File: config.mk
export PLATFORM = sky130hd
export DESIGN_NAME = regfile_write_arbiter_flat
export DESIGN_NICKNAME = d
export VERILOG_FILES = /design/src/rtl/regfile_write_arbiter_if.sv /design/src/rtl/regfile_write_arbiter.sv /design/src/flat_wrapper.sv
export SDC_FILE = /design/constraint.sdc
export NUM_CORES = 1
export LEC_CHECK = 0
export BUFFER_PORTS_ARGS = -buffer_cell sky130_fd_sc_hd__buf_4
export CORE_MARGIN = 1.5
export CORE_UTILIZATION = 52
export CTS_CLUSTER_DIAMETER = 150
export DETAILED_ROUTE_END_ITERATION = 8
export PLACE_DENSITY = 0.86
export SYNTH_ARGS = -nofsm -noshare
export SYNTH_HDL_FRONTEND = slang
export SYNTH_SLANG_ARGS = --single-unit
File: constraint.sdc
create_clock -name clk -period 4.1 [get_ports clk]
set_input_delay 0.41 -clock clk [delete_from_list [all_inputs] [get_ports clk]]
set_output_delay 0.41 -clock clk [all_outputs]
set_load 0.01 [all_outputs]
File: src/rtl/regfile_write_arbiter_if.sv
// Request-side bundle for regfile_write_arbiter: per-requester valid/lock/addr/data
// with the arbiter's one-hot ready back to the requesters.
interface regfile_write_arbiter_if #(
  parameter int N_REQ = 3
);
  logic [N_REQ-1:0]   req_valid;
  logic [N_REQ-1:0]   req_lock;
  logic [6*N_REQ-1:0] req_addr;
  logic [8*N_REQ-1:0] req_data;
  logic [N_REQ-1:0]   req_ready;

  modport master (
    output req_valid, req_lock, req_addr, req_data,
    input  req_ready
  );

  modport slave (
    input  req_valid, req_lock, req_addr, req_data,
    output req_ready
  );
endinterface

File: src/rtl/regfile_write_arbiter.sv
// Round-robin arbiter with locked bursts for the shared register-file write port.
// Define RF_ARB_PRIO_EN to let requester 0 win every ARB cycle in which it is valid.
module regfile_write_arbiter #(
  parameter int N_REQ    = 3,
  parameter int LOCK_MAX = 4,
  parameter int REG_NUM  = 32
) (
  input  logic                     clk,
  input  logic                     rst_n,
  regfile_write_arbiter_if.slave   req_if,
  output logic                     w_enable,
  output logic [5:0]               w_addr,
  output logic [7:0]               w_data,
  output logic [$clog2(N_REQ)-1:0] grant_id,
  output logic                     err_addr,
  output logic                     lock_abort,
  output logic                     busy
);
  localparam int IW = $clog2(N_REQ);

  typedef logic [IW-1:0] id_t;
  typedef enum logic {ARB, LOCKED} state_e;

  state_e     state_q, state_d;
  id_t        owner_q, owner_d;
  id_t        last_q, last_d;
  logic [3:0] lock_cnt_q, lock_cnt_d;

  logic       w_enable_q, w_enable_d;
  logic [5:0] w_addr_q, w_addr_d;
  logic [7:0] w_data_q, w_data_d;
  id_t        grant_id_q, grant_id_d;
  logic       err_addr_q, err_addr_d;
  logic       lock_abort_q, lock_abort_d;

  id_t        rr_win, win, idx;
  logic       found, accept, in_range;
  logic       sel_valid, sel_lock;
  logic [5:0] sel_addr;
  logic [7:0] sel_data;

  // Search starts just after the last winner, so the last winner has lowest priority.
  always_comb begin : arb_search
    rr_win = '0;
    found  = 1'b0;
    idx    = '0;
    for (int k = 1; k <= N_REQ; k++) begin
      idx = id_t'((int'(last_q) + k) % N_REQ);
      if (!found && req_if.req_valid[idx]) begin
        found  = 1'b1;
        rr_win = idx;
      end
    end
`ifdef RF_ARB_PRIO_EN
    if (req_if.req_valid[0]) rr_win = '0;
`endif
  end

  assign win = (state_q == LOCKED) ? owner_q : rr_win;

  always_comb begin : lane_select
    sel_valid = 1'b0;
    sel_lock  = 1'b0;
    sel_addr  = '0;
    sel_data  = '0;
    for (int i = 0; i < N_REQ; i++) begin
      if (id_t'(i) == win) begin
        sel_valid = req_if.req_valid[i];
        sel_lock  = req_if.req_lock[i];
        sel_addr  = req_if.req_addr[6*i +: 6];
        sel_data  = req_if.req_data[8*i +: 8];
      end
    end
  end

  assign accept   = (state_q == LOCKED) ? sel_valid : found;
  assign in_range = int'(sel_addr) < REG_NUM;

  always_comb begin : ready_decode
    req_if.req_ready = '0;
    if (accept) req_if.req_ready[win] = 1'b1;
  end

  always_comb begin : fsm_next
    // NOTE: every signal driven here gets a default first, so no path infers a latch.
    state_d      = state_q;
    owner_d      = owner_q;
    last_d       = last_q;
    lock_cnt_d   = lock_cnt_q;
    w_enable_d   = 1'b0;
    err_addr_d   = 1'b0;
    lock_abort_d = 1'b0;
    w_addr_d     = w_addr_q;
    w_data_d     = w_data_q;
    grant_id_d   = grant_id_q;

    if (accept) begin
      last_d     = win;
      w_addr_d   = sel_addr;
      w_data_d   = sel_data;
      grant_id_d = win;
      w_enable_d = in_range;
      err_addr_d = !in_range;
      if (state_q == ARB) begin
        if (sel_lock && LOCK_MAX > 1) begin
          state_d    = LOCKED;
          owner_d    = win;
          lock_cnt_d = 4'd1;
        end
      end else begin
        lock_cnt_d = lock_cnt_q + 4'd1;
        if (!sel_lock) begin
          state_d    = ARB;
          lock_cnt_d = '0;
        end else if (lock_cnt_d == 4'(LOCK_MAX)) begin
          // Forced release: last_d already equals the owner, so it drops to lowest priority.
          state_d      = ARB;
          lock_cnt_d   = '0;
          lock_abort_d = 1'b1;
        end
      end
    end
  end

  // NOTE: sequential state uses non-blocking assignments so all registers update together.
  always_ff @(posedge clk or negedge rst_n) begin
    if (!rst_n) begin
      state_q      <= ARB;
      owner_q      <= '0;
      last_q       <= id_t'(N_REQ - 1);
      lock_cnt_q   <= '0;
      w_enable_q   <= 1'b0;
      w_addr_q     <= '0;
      w_data_q     <= '0;
      grant_id_q   <= '0;
      err_addr_q   <= 1'b0;
      lock_abort_q <= 1'b0;
    end else begin
      state_q      <= state_d;
      owner_q      <= owner_d;
      last_q       <= last_d;
      lock_cnt_q   <= lock_cnt_d;
      w_enable_q   <= w_enable_d;
      w_addr_q     <= w_addr_d;
      w_data_q     <= w_data_d;
      grant_id_q   <= grant_id_d;
      err_addr_q   <= err_addr_d;
      lock_abort_q <= lock_abort_d;
    end
  end

  assign w_enable   = w_enable_q;
  assign w_addr     = w_addr_q;
  assign w_data     = w_data_q;
  assign grant_id   = grant_id_q;
  assign err_addr   = err_addr_q;
  assign lock_abort = lock_abort_q;
  assign busy       = (state_q == LOCKED);
endmodule
File: src/flat_wrapper.sv
// flat-port wrapper written by rule: the top's interface ports become plain ports
module regfile_write_arbiter_flat 
#(
  parameter int N_REQ    = 3,
  parameter int LOCK_MAX = 4,
  parameter int REG_NUM  = 32
)
  (clk, rst_n, w_enable, w_addr, w_data, grant_id, err_addr, lock_abort, busy, req_if_req_valid, req_if_req_lock, req_if_req_addr, req_if_req_data, req_if_req_ready);
  regfile_write_arbiter_if #(.N_REQ(N_REQ)) req_if_i ();
  input  logic clk;
  input  logic rst_n;
  output logic w_enable;
  output logic [5:0] w_addr;
  output logic [7:0] w_data;
  output logic [$clog2(N_REQ)-1:0] grant_id;
  output logic err_addr;
  output logic lock_abort;
  output logic busy;
  input wire logic [$bits(req_if_i.req_valid)-1:0] req_if_req_valid;
  input wire logic [$bits(req_if_i.req_lock)-1:0] req_if_req_lock;
  input wire logic [$bits(req_if_i.req_addr)-1:0] req_if_req_addr;
  input wire logic [$bits(req_if_i.req_data)-1:0] req_if_req_data;
  output wire logic [$bits(req_if_i.req_ready)-1:0] req_if_req_ready;
  assign req_if_i.req_valid = req_if_req_valid;
  assign req_if_i.req_lock = req_if_req_lock;
  assign req_if_i.req_addr = req_if_req_addr;
  assign req_if_i.req_data = req_if_req_data;
  assign req_if_req_ready = req_if_i.req_ready;
  regfile_write_arbiter #(.N_REQ(N_REQ), .LOCK_MAX(LOCK_MAX), .REG_NUM(REG_NUM)) u_core (.clk(clk), .rst_n(rst_n), .req_if(req_if_i), .w_enable(w_enable), .w_addr(w_addr), .w_data(w_data), .grant_id(grant_id), .err_addr(err_addr), .lock_abort(lock_abort), .busy(busy));
endmodule
Word level (Yosys, flattened, before mapping)
Index checks and enable logic that the tools add are counted.

Flip-flop bits (word level): 28. Input bits: 50. Logic and storage cells: 80.

Add/subtract/negate cells: 4. Div/mod/pow operators: 3. Magnitude comparators: 6. Equal/unequal tests: 3. Multiplexer cells: 43. Bitwise operators: 1. Reduce and logical (&&, ||, !) cells: 10.

Operator list (number): 32-bit by 3-bit modulo with 32-bit output (second input constant) (3); 1-bit 2-to-1 mux (24); 8-bit 2-to-1 mux (3); 6-bit 2-to-1 mux (3); 4-bit 2-to-1 mux (4); 2-bit by 3-bit less-than comparator with 1-bit output (second input constant) (4); 2-bit 2-to-1 mux (4); 2-bit by 2-bit adder with 3-bit output (second input constant) (2); 1-bit binary-select mux with 2-bit select (3); 6-bit less-than comparator (second input constant) (1); 4-bit by 1-bit adder with 4-bit output (second input constant) (1); 4-bit by 3-bit == test with 1-bit output (second input constant) (1); 2-bit by 1-bit adder with 3-bit output (second input constant) (1); 1-bit logical AND (3); 1-bit logical NOT (3); 3-bit 2-to-1 mux (1); 3-bit AND reduction (1); 1-bit demux with 2-bit select (1); 1-bit by 2-bit == test with 1-bit output (first input constant) (1); 2-bit == test (first input constant) (1); 2-bit by 1-bit greater-or-equal comparator with 1-bit output (second input constant) (1); 2-bit logical NOT (1); 2-bit AND reduction (1); 2-bit nonzero test (1); 1-bit inverter (1).

Longest topological paths before layout
Gate-level depths: netlist (run 1).

Depth after elaboration: 19. Depth in mapped cells: 11. Depth with buffers taken out: 10.

Least setup slack after synthesis (run 1)
No wires, ideal clock.

Path kind: register -> output. Start: reg u_core.last_q[1]. End: out req_if_req_ready[0]. Arrival time: 2.308 ns. Setup slack: 1.382 ns. Stages on the path, launching flop included: 10. Path buffers: 2. Path through: dfstp_2 > inv_1 > ha_1 > nand2b_1 > and3_4 > o2111a_1 > o31a_1 > buf_6 > clkbuf_1 > nor3_1.

Longest elaborated chain between the ends: 18.

RTL lines: from (decl) (line regfile_write_arbiter.sv:26) `id_t last_q, last_d;`; from (signal assigned) (line regfile_write_arbiter.sv:130) `last_q <= id_t'(N_REQ - 1);`; from (signal assigned) (line regfile_write_arbiter.sv:141) `last_q <= last_d;`; parallel branches: the longest is 17 deep, another holds 32-bit by 3-bit modulo with 32-bit output; 3-bit 2-to-1 mux * (line regfile_write_arbiter.sv:81) `if (accept) req_if.req_ready[win] = 1'b1;`; to (decl) (line flat_wrapper.sv:23) `output wire logic [$bits(req_if_i.req_ready)-1:0] req_if_req_ready;`.

Every way passes the cells marked *. The select of a mux whose other input is x is not followed.

Worst setup path after layout (run 1)
Start: reg u_core.last_q[1]. End: out req_if_req_ready[1].

Same word-level chain as after synthesis.

==> impl_metrics.toml, run 1 <==
[timing]
relSlewSlack = 0.332
tns_ns = 0
period_share = 0.796
clock_skew_ns = 0.0124
rsz0062_at_grt = "false"
fin_crit_ns = 3.26
max_freq_ghz = 0.307
finalMaxSlewViolations = 0
hold_violations = 0
tightestPinTransition_ns = 0.999
worst_hold_slack_ns = 0.253
setup-violations-final = 0

[logic_synthesis]
synth_nets = 256
yosys-top-cells-count = "dfrtp_1, nand2_1, nor2_1"
yosysMostFrequentCell = "dfrtp_1"
ys_warn_count = 0
synth_top_area_frac = 0.367
synthArstFlopShare = 1.00
synth_edf_count = 0
synth-seq-cells = 27
avgSynthCellArea_um2 = 8.81
ys_dominant_reg_cell = "dfrtp_1"
synth_cells = 201
ys_seq_area_frac = 0.382
synth_cell_types = 52
yosys-top-cells-area = "dfrtp_1, mux2i_1, a21oi_1, nand2_1, o21ai_0"
synth_area_mm2 = 0.00177
yosys.area.top_type = "dfrtp_1"

[critical_path]
critPathMaxStageDelay_ns = 0.59
reg2reg_to = "u_core.w_data[2]$_DFFE_PN0N_"
cp_max_fo = 19
r2r_slack_ns = 0.96
arrival_ns = 2.85
timing.rr.start = "u_core.grant_id[0]$_DFFE_PN0N_"
path_cells = "inv_1, ha_1, a22o_1, a211oi_2, o22ai_1, o21ai_2, nor2_1, buf_4"
cp_top_family = "compound AO/OA/AOI/OAI gates"
endpoint_kind = "primary output"
crit_path_top_delay_cell = "o21ai_2"
worst_setup_path_start_kind = "flop"
path_buf_inv = 2
cp_data_required_time_ns = 3.69
crit_type = "reg -> out"
worst_r2r_path_depth = 9

[final_layout]
syn2layout_area_growth_pct = 34.3
utilization = 0.718
nets = 327
n_antenna_cell = 0
drive_gt1_frac = 0.336

[drt]
ant_nets = 0
wl_per_cell_um = 13.8
firstDrtPassIters = 4
vias = 1734
drt_iter0_markers = 84
vias_per_cell = 5.47
drc = 0
routed_wl_um = 4380

[global_routing]
antenna_found_initial = 0
overflow = 0
grt_pass1_vias = 1557
grtUsageTotal = 0.239
grt_max_degree = 28
grt_first_pass_wirelength_um = 6730

[clock_tree]
cts_resized = 0
clk_latency_ns = 0.33
clkTransAtPathRegs_ns = 0.15
tritoncts = "yes"
htreeDepth = 1
cts_root_buf = "clkbuf_4"
cts_sinks = 27
cts_setup_buffers = 0
clk_path_buf_depth = 2
cts_made_buffers = 3

[place]
hpwlAfterDp_um = 3380
io_buffers = 72
finalWeightedCongestion = 0.903

[floorplan]
io_pins = 73
die_x_um = 61.4
dieArea_mm2 = 0.00376
chipHeight_um = 61.4
core_area_mm2 = 0.00331
initial_utilization = 0.535
rows = 21

[pwr]
power.density_mw_per_mm2 = 760
ir_worst_vdd_uv = 457
p_leak_nw = 1.14

[flow_run]
cap_violations = 0

[hold_path]
min_path_cells = 2
min_from = "req_if_req_addr[11]"
worstHoldEndpoint = "u_core.w_enable$_DFF_PN0_"
hold_path.class = "in -> reg"

[status]
outcome = "completed"
==> power by group <==
part | leakage, nW | switching (mW) | total (mW) | internal (mW)
combinational | 0.789 | 0.680 | 1.20 | 0.521
sequential | 0.337 | 0.101 | 0.491 | 0.391
clock | 0.0177 | 0.0792 | 0.116 | 0.0367
==> cell families after synthesis <==
logic type / synth area share
flops: 0.382
mux: 0.0982
xor+xnor: 0.00495
simple gates: 0.201
buf+inv: 0.0438
compound gates: 0.234
fa+ha+maj: 0.0353
==> sequential cells by signal, indices dropped and copies added, names as in the netlist <==
name	flops
u_core.last_q	1
u_core.grant_id	2
u_core.w_addr	6
u_core.lock_cnt_q	4
u_core.lock_abort	1
u_core.owner_q	2
u_core.busy	1
u_core.err_addr	1
u_core.w_data	8
u_core.w_enable	1
==> routing by layer <==
layer	track usage	vias to the layer above	share of wire
met5	0	-	0
met2	0.409	68	0.53
met4	0.0638	0	0.0082
met1	0.307	795	0.42
met3	0.0525	5	0.049
li1	-	866	-
==> worst max path at each step <==
stage	startpoint	to	cells after the start
global route	u_core.last_q[1]$_DFFE_PN1N_	req_if_req_ready[1]	8
finish	u_core.last_q[1]$_DFFE_PN1N_	req_if_req_ready[1]	8
detailed placement	u_core.grant_id[0]$_DFFE_PN0N_	u_core.w_data[2]$_DFFE_PN0N_	9
CTS	u_core.last_q[1]$_DFFE_PN1N_	req_if_req_ready[1]	8
global placement	u_core.last_q[1]$_DFFE_PN1N_	u_core.w_addr[5]$_DFFE_PN0N_	9
floorplan	u_core.last_q[1]$_DFFE_PN1N_	req_if_req_ready[0]	9
==> area by class of cell <==
| type | instances | area (µm²) |
|---|---|---|
| timing repair buffer | 75 | 566 |
| multi-input combinational | 157 | 1020 |
| tap | 46 | 57.6 |
| fill | 288 | 933 |
| sequential | 27 | 677 |
| clock buffer | 3 | 22.5 |
| clock inverter | 1 | 5.00 |
| inverter | 8 | 30.0 |
==> cell usage in the layout, fill, tap and decap left out, drive strengths merged, types with 2 or more instances in the layout <==
| cell type | count |
|---|---|
| a211oi | 2 |
| a21o | 3 |
| a21oi | 19 |
| a22o | 2 |
| buf | 74 |
| clkbuf | 3 |
| dfrtp | 26 |
| ha | 5 |
| inv | 8 |
| mux2 | 3 |
| mux2i | 14 |
| nand2 | 23 |
| nand2b | 6 |
| nand3 | 7 |
| nand4 | 2 |
| nor2 | 20 |
| nor3 | 3 |
| nor3b | 2 |
| o2111a | 2 |
| o211ai | 4 |
| o21ai | 19 |
==> through the flow <==
stage	cell area, µm²	cells	setup slack (ns)	power [mW]
CTS	2380	317	0.842	1.81
global route	2380	317	0.612	1.97
detailed placement	2340	312	0.976	1.69
floorplan	1770	201	1.38	1.31
global placement	2340	312	1.18	1.65
finish	2380	317	0.838	1.81
==> timing repair <==
action	CTS	global route
hold buffers	1	0
setup endpoints to repair	0	0
endpoints found under the hold margin	26	0
Note: power is estimated with default switching activity, not from simulation.
==> run 2, diff against run 1 <==
Settings changed: CORE_UTILIZATION 52 to 43, PLACE_DENSITY 0.86 to 0.77.
Clock period 4.1 ns to 2.9 ns, I/O delays scaled along.
==> impl_metrics.toml, run 2 (synthesis results as in run 1) <==
[final_layout]
nets = 337
syn2layout_area_growth_pct = 42.3
final_cell_mix = "buf_4, dfrtp_1, nand2_1, a21oi_1, nor2_1"
layout_commonest_cell = "buf_4"
final_area_mm2 = 0.00252
drive_gt1_frac = 0.384
layoutNonFillerInstCount = 331
largest_register_ffs = 8
utilization = 0.634
n_antenna_cell = 0

[pwr]
power.internal_mw = 1.54
power_frac_comb = 0.687
pwr-share-seq = 0.235
p_sw_mw = 1.27
p_leak_nw = 1.20
switching_share = 0.451
ir_worst_vdd_uv = 548
power.density_mw_per_mm2 = 1120
p_clk_frac = 0.078
total_power_mw = 2.81

[drt]
drc = 0
ant_nets = 0
firstDrtPassIters = 4
drt_iter0_markers = 75
vias = 1769
routed_wl_um = 4450
vias_per_cell = 5.34
wl_per_cell_um = 13.4

[timing]
finalMaxSlewViolations = 0
period_share = 0.962
setup_slack_ns = 0.109
worst_hold_slack_ns = 0.202
clock_skew_ns = 0.00255
relSlewSlack = 0.600
tns_ns = 0
tightestPinTransition_ns = 0.599
setup-violations-final = 0
max_freq_ghz = 0.358
fin_crit_ns = 2.79
hold_violations = 0

[global_routing]
grtUsageTotal = 0.192
grt_first_pass_wirelength_um = 6780
overflow = 0
grt_pass1_vias = 1569
antenna_found_initial = 0
grt_max_degree = 28

[place]
dp_slack_ns = -0.0543
io_buffers = 72
dp.cells = 320
placed_cell_area_mm2 = 0.00237
finalWeightedCongestion = 0.921
hpwlAfterDp_um = 3440

[floorplan]
core_area_mm2 = 0.00397
initial_utilization = 0.446
dieArea_mm2 = 0.00451
chipHeight_um = 67.2
die_x_um = 67.2
rows = 23
io_pins = 73

[status]
outcome = "completed"

[critical_path]
cp_data_required_time_ns = 3.07
timing.rr.start = "u_core.last_q[1]$_DFFE_PN1N_"
r2r_slack_ns = 0.11
arrival_ns = 2.96
crit_type = "reg -> reg"
endpoint_kind = "flop"
startpoint = "u_core.last_q[1]$_DFFE_PN1N_"
cp_max_fo = 8
worst_setup_path_start_kind = "flop"

[hold_path]
min_from = "req_if_req_addr[11]"
hold_path.class = "in -> reg"

[clock_tree]
htreeDepth = 1
clk_latency_ns = 0.27
cts_sinks = 27
clk_path_buf_depth = 2
tritoncts = "yes"
clkTransAtPathRegs_ns = 0.10
cts_made_buffers = 3
cts_root_buf = "clkbuf_8"

[flow_run]
cap_violations = 0
-- run 2: cell types whose count changed in the layout (fill, tap and decap cells not counted), moves of 2 or more --
cell | previous run | this run
nor2_2 | 1 | 3
clkbuf_8 | 0 | 3
buf_4 | 74 | 82
ha_2 | 0 | 2
ha_1 | 5 | 3
buf_6 | 0 | 2
nor2_1 | 19 | 17
clkbuf_4 | 3 | 0
-- run 2: worst max-delay path, stage by stage, from the launching register on --
cell and delay [ns]:
dfstp_2 0.55, ha_2 0.25, nand2_1 0.10, or4b_1 0.53, o21ai_2 0.11, o31a_1 0.22
buf_4 0.14, a21oi_4 0.04, or2_1 0.28, nand3_1 0.13, mux2_2 0.34
-- run 2: final cells by class --
type	count	area, µm²
clock buffers	3	41.3
clock inverters	1	7.51
fillers	382	1450
inverters	8	30.0
multi-input cells	157	1050
flip-flops and latches	27	677
well taps	50	62.6
repair buffers	85	648
-- run 2: power groups by stage --
stage	combinational (mW)	clock, mW	sequential (mW)
after global routing	2.13	0.247	0.686
after global placement	1.74	0	0.665
final	1.93	0.220	0.660
after detailed placement	1.78	0	0.668
after CTS	1.81	0.228	0.661
after floorplan	1.14	0	0.713
-- run 2: worst paths after layout --
| path | endpoint | cells past startpoint |
|---|---|---|
| min in group asynchronous | u_core.w_addr[5]$_DFFE_PN0N_ | 2 |
| max in group asynchronous | u_core.last_q[1]$_DFFE_PN1N_ | 2 |
| max reg2reg | u_core.owner_q[0]$_DFFE_PN0P_ | 10 |
| min | u_core.w_enable$_DFF_PN0_ | 2 |
| max | u_core.owner_q[0]$_DFFE_PN0P_ | 10 |
| min reg2reg | u_core.grant_id[1]$_DFFE_PN0N_ | 1 |
-- run 2: routing by layer --
metal / track usage / wire length, µm / vias to the layer above
met5: 0 / 0 / -
met4: 0.0357 / 10 / 0
met3: 0.0417 / 200 / 2
met2: 0.340 / 2420 / 43
met1: 0.242 / 1810 / 843
li1: - / - / 881
-- run 2: repair_timing --
action                     CTS  global route
hold buffers                 1             0
gates resized for setup      3             7
pin swaps                    1             4
hold endpoints to repair    26             0
setup buffers                1             5
gates cloned                 0             0
setup endpoints to repair    9             9
